[config.mk]
export PLATFORM = sky130hd
export DESIGN_NAME = mul_iter_flat
export DESIGN_NICKNAME = d
export VERILOG_FILES = /design/src/rtl/mul_iter_pkg.sv /design/src/rtl/mul_iter_if.sv /design/src/rtl/mul_iter.sv /design/src/flat_wrapper.sv
export SDC_FILE = /design/constraint.sdc
export NUM_CORES = 1
export LEC_CHECK = 0
export CORE_ASPECT_RATIO = 0.75
export CORE_UTILIZATION = 55
export CTS_BUF_LIST = sky130_fd_sc_hd__clkbuf_8
export DETAILED_ROUTE_END_ITERATION = 10
export GPL_TIMING_DRIVEN = 0
export PLACE_DENSITY = 0.79
export SLEW_MARGIN = 20
export SYNTH_ARGS = -nofsm -noshare
export SYNTH_HDL_FRONTEND = slang
export SYNTH_SLANG_ARGS = --single-unit
[constraint.sdc]
create_clock -name clk -period 5.8 [get_ports clk]
set_input_delay 0.58 -clock clk [delete_from_list [all_inputs] [get_ports clk]]
set_output_delay 0.58 -clock clk [all_outputs]
set_load 0.005 [all_outputs]
[src/rtl/mul_iter_pkg.sv]
// mul_iter_pkg: shared definitions for the iterative multiplier.
// Holds the FSM state encoding, the default operand width and the
// iteration counter width derived from it.
package mul_iter_pkg;

    localparam int MUL_DATA_W = 32;
    localparam int MUL_CNT_W  = $clog2(MUL_DATA_W);

    typedef enum logic [1:0] {
        MUL_IDLE = 2'd0,
        MUL_BUSY = 2'd1,
        MUL_DONE = 2'd2
    } mul_state_t;

endpackage : mul_iter_pkg

[src/rtl/mul_iter_if.sv]
// mul_iter_if: request/response bundle between the EX-stage ALU and the
// iterative multiplier.
//   master (ALU side)       : drives src_a, src_b, en, mul_sign, flush;
//                             receives hi, lo, res_ready, stall_all
//   slave  (multiplier side): the mirror image
interface mul_iter_if
    import mul_iter_pkg::*;
#(
    parameter int DATA_W = MUL_DATA_W
);
    logic [DATA_W-1:0] src_a;
    logic [DATA_W-1:0] src_b;
    logic              en;
    logic              mul_sign;
    logic              flush;
    logic [DATA_W-1:0] hi;
    logic [DATA_W-1:0] lo;
    logic              res_ready;
    logic              stall_all;

    modport master (
        output src_a, src_b, en, mul_sign, flush,
        input  hi, lo, res_ready, stall_all
    );

    modport slave (
        input  src_a, src_b, en, mul_sign, flush,
        output hi, lo, res_ready, stall_all
    );
endinterface : mul_iter_if

[src/rtl/mul_iter.sv]
// mul_iter: iterative shift-add DATA_W x DATA_W multiplier answering the
// ALU's multi-cycle request handshake (same contract as the divider).
// Ports:
//   clk   - system clock, rising edge
//   rst   - asynchronous active-low reset
//   bus   - mul_iter_if.slave: src_a/src_b/en/mul_sign/flush in,
//           hi/lo/res_ready/stall_all out
// A start in IDLE leads to res_ready DATA_W+1 cycles later. Signed
// operands are converted to magnitudes up front and the sign is
// re-applied to the finished 2*DATA_W product.
module mul_iter
    import mul_iter_pkg::*;
#(
    parameter int DATA_W = MUL_DATA_W
) (
    input  logic       clk,
    input  logic       rst,
    mul_iter_if.slave  bus
);

    localparam int CNT_W  = $clog2(DATA_W);
    localparam int PROD_W = 2 * DATA_W;

    mul_state_t        state_reg, state_next;
    logic [CNT_W-1:0]  cnt_reg;
    // Upper half accumulates partial products; the lower half starts out
    // holding the multiplier and fills with product bits as the multiplier
    // bits are consumed, so acc_reg[0] is always the current multiplier LSB.
    logic [PROD_W-1:0] acc_reg;
    logic [DATA_W-1:0] mcand_reg;
    logic              neg_reg;
    logic [DATA_W-1:0] hi_reg;
    logic [DATA_W-1:0] lo_reg;

    logic              start;
    logic              last_step;
    logic              res_ready;
    logic [DATA_W:0]   sum;
    logic [PROD_W-1:0] acc_step;
    logic [PROD_W-1:0] prod;

    // Two's-complement magnitude; only negates signed negative values.
    // The most negative value maps onto itself, which is the correct
    // unsigned magnitude.
    function automatic logic [DATA_W-1:0] magnitude(
        input logic [DATA_W-1:0] v,
        input logic              is_signed
    );
        if (is_signed && v[DATA_W-1])
            return ~v + {{(DATA_W-1){1'b0}}, 1'b1};
        return v;
    endfunction

    assign start     = (state_reg == MUL_IDLE) && bus.en && !bus.flush;
    assign last_step = (cnt_reg == CNT_W'(DATA_W - 1));
    assign res_ready = (state_reg == MUL_DONE);

    // One shift-add step; the adder carry becomes the new MSB after the shift.
    always_comb begin
        sum      = {1'b0, acc_reg[PROD_W-1:DATA_W]}
                 + (acc_reg[0] ? {1'b0, mcand_reg} : {(DATA_W+1){1'b0}});
        acc_step = {sum, acc_reg[DATA_W-1:1]};
        prod     = neg_reg ? ({PROD_W{1'b0}} - acc_step) : acc_step;
    end

    always_comb begin
        state_next = state_reg;
        case (state_reg)
            MUL_IDLE: if (bus.en) state_next = MUL_BUSY;
            MUL_BUSY: begin
                if (!bus.en)        state_next = MUL_IDLE;  // request withdrawn
                else if (last_step) state_next = MUL_DONE;
            end
            MUL_DONE: state_next = MUL_IDLE;  // en still high here is not a new request
            default:  state_next = MUL_IDLE;
        endcase
        // Flush wins over everything, including a start on the same edge.
        if (bus.flush) state_next = MUL_IDLE;
    end

    always_ff @(posedge clk or negedge rst) begin
        if (!rst) begin
            state_reg <= MUL_IDLE;
            cnt_reg   <= '0;
            acc_reg   <= '0;
            mcand_reg <= '0;
            neg_reg   <= 1'b0;
            hi_reg    <= '0;
            lo_reg    <= '0;
        end else begin
            state_reg <= state_next;
            if (start) begin
                mcand_reg <= magnitude(bus.src_a, bus.mul_sign);
                acc_reg   <= {{DATA_W{1'b0}}, magnitude(bus.src_b, bus.mul_sign)};
                neg_reg   <= bus.mul_sign & (bus.src_a[DATA_W-1] ^ bus.src_b[DATA_W-1]);
                cnt_reg   <= '0;
            end else if (state_reg == MUL_BUSY) begin
                acc_reg <= acc_step;
                cnt_reg <= cnt_reg + CNT_W'(1);
                // Capture from the final step's result so DONE can present it.
                if (state_next == MUL_DONE)
                    {hi_reg, lo_reg} <= prod;
            end
        end
    end

    assign bus.hi        = hi_reg;
    assign bus.lo        = lo_reg;
    assign bus.res_ready = res_ready;
    assign bus.stall_all = bus.en & ~res_ready & ~bus.flush;

endmodule : mul_iter
[src/flat_wrapper.sv]
// flat-port wrapper written by rule: the top's interface ports become plain ports
module mul_iter_flat import mul_iter_pkg::*;
#(
    parameter int DATA_W = MUL_DATA_W
)
  (clk, rst, bus_src_a, bus_src_b, bus_en, bus_mul_sign, bus_flush, bus_hi, bus_lo, bus_res_ready, bus_stall_all);
  mul_iter_if #(.DATA_W(DATA_W)) bus_i ();
  input  logic clk;
  input  logic rst;
  input wire logic [$bits(bus_i.src_a)-1:0] bus_src_a;
  input wire logic [$bits(bus_i.src_b)-1:0] bus_src_b;
  input wire logic [$bits(bus_i.en)-1:0] bus_en;
  input wire logic [$bits(bus_i.mul_sign)-1:0] bus_mul_sign;
  input wire logic [$bits(bus_i.flush)-1:0] bus_flush;
  output wire logic [$bits(bus_i.hi)-1:0] bus_hi;
  output wire logic [$bits(bus_i.lo)-1:0] bus_lo;
  output wire logic [$bits(bus_i.res_ready)-1:0] bus_res_ready;
  output wire logic [$bits(bus_i.stall_all)-1:0] bus_stall_all;
  assign bus_i.src_a = bus_src_a;
  assign bus_i.src_b = bus_src_b;
  assign bus_i.en = bus_en;
  assign bus_i.mul_sign = bus_mul_sign;
  assign bus_i.flush = bus_flush;
  assign bus_hi = bus_i.hi;
  assign bus_lo = bus_i.lo;
  assign bus_res_ready = bus_i.res_ready;
  assign bus_stall_all = bus_i.stall_all;
  mul_iter #(.DATA_W(DATA_W)) u_core (.clk(clk), .rst(rst), .bus(bus_i));
endmodule
## Yosys cells after proc, flatten, opt, wreduce, memory -nomap -nowiden

Cells that the tools add are included.

| word-level totals | value |
|---|---|
| register bits | 168 |

| operators by class | value |
|---|---|
| add/subtract/negate cells | 5 |
| equality and inequality tests | 4 |
| muxes and demuxes | 19 |
| bitwise operators | 9 |
| reductions and logical operators | 8 |

Operators with widths:

| operator | number |
|---|---|
| 2-to-1 mux 64 bit | 3 |
| 2-to-1 mux 32 bit | 5 |
| adder 32 x 1 -> 32 bit, second input constant | 2 |
| inverter 32 bit | 2 |
| subtractor 1 x 64 -> 64 bit, first input constant | 1 |
| adder 32 x 33 -> 33 bit | 1 |
| 2-to-1 mux 5 bit | 2 |
| 2-to-1 mux 2 bit | 4 |
| adder 5 x 1 -> 5 bit, second input constant | 1 |
| == test 5 bit, second input constant | 1 |
| == test 2 bit, second input constant | 2 |
| logical AND 1 bit | 4 |
| 2-to-1 mux 1 bit | 4 |
| one-hot mux 2 bit (2 select lines) | 1 |
| AND 1 bit | 3 |
| inverter 1 bit | 3 |
| AND reduction 3 bit | 1 |
| == test 2 x 1 -> 1 bit, second input constant | 1 |
| zero test 2 bit | 1 |
| nonzero test 2 bit | 1 |
| zero test 1 bit | 1 |
| bitwise XOR 1 bit | 1 |

## Longest topological paths before layout

| logic depth | value |
|---|---|
| depth in word-level cells | 7 |
| gate-level depth with buffers | 15 |

## Worst setup path after synthesis

Ideal clock, no wire load.

| timing path | value |
|---|---|
| path type | flip-flop to flip-flop |
| from | register u_core.acc_reg[0] |
| to | register u_core.hi_reg[29], in the netlist u_core.bus.hi[29] |
| library setup time | 0.092 ns |
| arrival time | 4.116 ns |
| required time | 5.708 ns |
| setup slack | 1.592 ns |
| stages on the path, launching flop included | 16 |
| buffers on the path | 2 |
| cell sequence | dfrtp_1 clkbuf_1 and2_1 ha_1 fa_1 a21o_2 a221o_1 a221oi_2 o221ai_1 xnor2_1 nand3b_1 or3_1 clkbuf_1 or4_1 and3_4 o31ai_2 |

| between the ends | value |
|---|---|
| cells in the longest elaborated chain, start to end | 4 |

RTL lines:

| item | RTL line | text |
|---|---|---|
| start: declaration | mul_iter.sv:29 | `logic [PROD_W-1:0] acc_reg;` |
| start signal: assignment | mul_iter.sv:94 | `acc_reg <= {{DATA_W{1'b0}}, magnitude(bus.src_b, bus.mul_sign)};` |
| start signal: assignment | mul_iter.sv:98 | `acc_reg <= acc_step;` |
| 2-to-1 mux 32 bit * | mul_iter.sv:61 | `+ (acc_reg[0] ? {1'b0, mcand_reg} : {(DATA_W+1){1'b0}});` |
| adder 32 x 33 -> 33 bit * | mul_iter.sv:61 |  |
| subtractor 1 x 64 -> 64 bit | mul_iter.sv:63 | `prod = neg_reg ? ({PROD_W{1'b0}} - acc_step) : acc_step;` |
| 2-to-1 mux 64 bit * | mul_iter.sv:63 |  |
| end signal: assignment | mul_iter.sv:102 | `{hi_reg, lo_reg} <= prod;` |
| end: declaration | mul_iter.sv:32 | `logic [DATA_W-1:0] hi_reg;` |

Every way passes the cells marked *; elsewhere a longest branch is shown, timed or not.
A chain may end at the register's enable or synchronous reset.

## Worst setup path after layout

Ends and elaborated chain as after synthesis.

==> flow_metrics.py <==
metrics = {
    "synth": {
        "syn_area_per_cell_um2": 8.507,
        "synth_fa_ha_area_share_pct": 4.347,
        "synth_commonest_cells": "nand2_1 (187), o21ai_0 (177), dfrtp_1 (168), xor2_1 (76), clkbuf_1 (71)",
        "netlist.area_leader.share_pct": 37.84,
        "synth_edf_count": 0,
        "syn-num-nets": 1413,
        "yosysUniqueCellTypes": 74,
        "synthCells": 1306,
        "synthArstFlopShare_pct": 100.0,
        "mappedNetlistArea_mm2": 0.01111,
        "synth_top_family_by_area": "compound AO/OA/AOI/OAI gates",
        "synth.area.top_cells": "dfrtp_1 (38%), o21ai_0 (8.0%), nand2_1 (6.3%)",
        "yosys_warnings": 0,
        "synthXorXnorAreaFrac_pct": 11.35,
        "yosysTopAreaCell": "dfrtp_1",
        "synth_top_flop_cell": "dfrtp_1",
        "synthMuxAreaShare_pct": 0.3604,
        "yosysMostFrequentCell": "nand2_1",
        "yosys.area_share.simple_pct": 19.08,
        "postSynthRegisterBits": 168,
        "seq_area_frac_synth_pct": 37.84,
        "synth-compound-area-share_pct": 23.72,
    },
    "worst_setup_path": {
        "r2r-start": "u_core.acc_reg[0]",
        "startpoint": "u_core.acc_reg[0]",
        "crit_path_end_kind": "flip-flop",
        "regToRegSetupSlack_ns": 0.65,
        "startpoint_type": "flip-flop",
        "crit_arrival_ns": 5.55,
        "critical_path_required_ns": 6.20,
        "critical_path_class": "flip-flop to flip-flop",
        "worst-path-max-fanout": 10,
    },
    "clocking": {
        "clockBufferDepth": 2,
        "cts_tree": "done",
        "cts-root-buf": "clkbuf_8",
        "ctsHoldBuffers": 0,
        "cts.sinks": 168,
        "cts-buffers-inserted": 17,
        "post_cts_resized": 0,
        "insertion_delay_ns": 0.48,
        "cts_setup_buffers": 0,
        "h-tree-depth": 4,
        "clk_pin_slew_ns": 0.11,
    },
    "routing": {
        "drc": 11,
        "drt-met1-wl_mm": 15.94,
        "drtIter0Drc": 1272,
        "ant_nets": 0,
        "met3WireLength_mm": 4.058,
        "routed_via_density": 6.154,
        "drt-pass1-iter-count": 11,
        "wire_per_inst_um": 19.37,
        "wl_mm": 33.44,
        "via_count": 10620,
        "top_layer_used": "met5",
        "wl_met2_mm": 13.00,
    },
    "power_and_ir_drop": {
        "p_leak_nw": 5.463,
        "ir_drop_mv": 0.1593,
        "p_per_area_mw_per_mm2": 344.1,
    },
    "placed_design": {
        "place_inst": 1694,
        "hpwl_mm": 26.28,
        "placed_area_mm2": 0.01280,
        "portBuffers": 134,
        "gp_congestion": 0.9531,
    },
    "finish": {
        "area_growth_pct": 19.10,
        "antenna_cells": 0,
        "nNetsFinal": 1567,
        "stdcell_count": 1726,
        "design_area_mm2": 0.01323,
        "largest_reg_flops": 64,
        "finish.utilization_pct": 67.71,
        "drive_above_1_share_pct": 3.938,
    },
    "global_route": {
        "grt_pass1_wl_mm": 53.64,
        "grt_max_degree": 95,
        "antenna_found_initial": 1,
        "grt_overflow": 0,
        "grt_pass1_vias": 9662,
        "grt_usage_pct": 32.96,
    },
    "timing": {
        "setup_viol_count_final": 0,
        "slew_headroom_pct": 27.03,
        "worst_clock_skew_ns": 0.01835,
        "rsz0062_at_grt": "false",
        "finalCriticalPeriod_ns": 5.149,
        "finalHoldViolCount": 0,
        "maxSlewViolCount": 0,
        "timing.final.crit_share_pct": 88.78,
        "worst_pin_slew_ns": 1.086,
        "max_freq_mhz": 194.2,
    },
    "die": {
        "die_w_um": 166.1,
        "io_pins": 135,
        "core_area_mm2": 0.01954,
        "initial_core_util_pct": 56.85,
        "fp.dieH_um": 125.1,
        "die_area_mm2": 0.02078,
        "rows": 44,
    },
    "worst_hold_path": {
        "hold_class": "input pin to asynchronous set/reset pin",
    },
    "run": {
        "cap_violations": 0,
    },
    "outcome": {
        "violations": "design-rule violations",
        "status": "finished with violations",
    },
}
power breakdown:
group	leakage, nW	switching (W)	internal [W]
logic	3.03	0.00134	0.000776
registers	2.22	0.000191	0.00134
clock network	0.217	0.000529	0.000373
layout make-up:
cell class | count | area (µm²)
Buffer | 76 | 285.3
Clock buffer | 17 | 234.0
Clock inverter | 15 | 197.7
Fill cell | 1665 | 6311
Inverter | 22 | 82.58
Multi-Input combinational cell | 1040 | 6539
Sequential cell | 168 | 4204
Tap cell | 253 | 316.6
Timing Repair Buffer | 135 | 1374
layout by cell type (no fill, tap or decap), types with 5 or more instances in the layout:
cell type and n:
nor2_1 65, nor3_1 26, a211oi_1 9, o21bai_1 6, a21o_1 11, nor2b_1 11
or4_1 12, and3_1 6, clkdlybuf4s50_1 133, clkbuf_8 17, xnor2_1 68, or2_2 6
clkbuf_1 71, inv_8 6, o211ai_1 7, a22oi_1 24, nand4_1 12, or3_1 16
o21a_1 7, o21ai_0 177, nand3_1 10, a22o_1 20, dfrtp_1 168, ha_1 37
nand2b_1 11, a31oi_1 7, inv_1 22, and2_1 39, o41ai_1 10, buf_1 5
xor2_1 76, o21ai_1 5, a21oi_1 69, o31ai_1 23, nor4_1 12, nand2_1 187
worst max-delay path, cell delays in order, from the launching register on:
cell and delay (ns):
dfrtp_1 0.48, clkbuf_1 0.35, and2_1 0.20, ha_1 0.27, fa_1 0.25, a21o_2 0.14, a221o_1 0.31, a21oi_1 0.20
o31ai_1 0.74, xor2_1 0.33, nand3b_1 0.34, or3_1 0.34, clkbuf_1 0.20, or4_1 0.56, and3_4 0.20, o31ai_2 0.16
routing by layer:
metal	up-vias	track usage, %
met5	-	0
met4	2	7.092
met3	38	10.45
met2	539	43.01
met1	5042	51.95
li1	5000	-
worst paths after layout:
| path | endpoint | depth (start not counted) |
|---|---|---|
| worst min-delay path | u_core.mcand_reg[15] | 1 |
| worst min register to register | u_core.mcand_reg[7] | 2 |
| min in group clk | u_core.mcand_reg[7] | 2 |
| worst max-delay path | u_core.bus.hi[29] | 15 |
| max in group asynchronous | u_core.bus.hi[17] | 2 |
| worst max register to register | u_core.bus.hi[29] | 15 |
cell families after synthesis:
family | count (synthesis)
DFF | 168
xor gates and xnor gates | 144
buffers and inverters | 98
muxes | 4
adders and majority gates | 38
and+or+nand+nor | 435
AOI/OAI and AO/OA | 419
per-stage QoR:
stage	total power [W]	setup slack, ns	setup TNS (ns)	hold slack, ns
floorplan	0.002941	1.592	0	0.2844
global placement	0.003536	-2.753	-459.31	0.4557
detailed placement	0.003579	0.8364	0	0.4635
CTS	0.004485	0.8034	0	0.06606
global route	0.004824	0.4639	0	0.09587
finish	0.004553	0.6510	0	0.05710
Power figures use the tool's default switching activity.
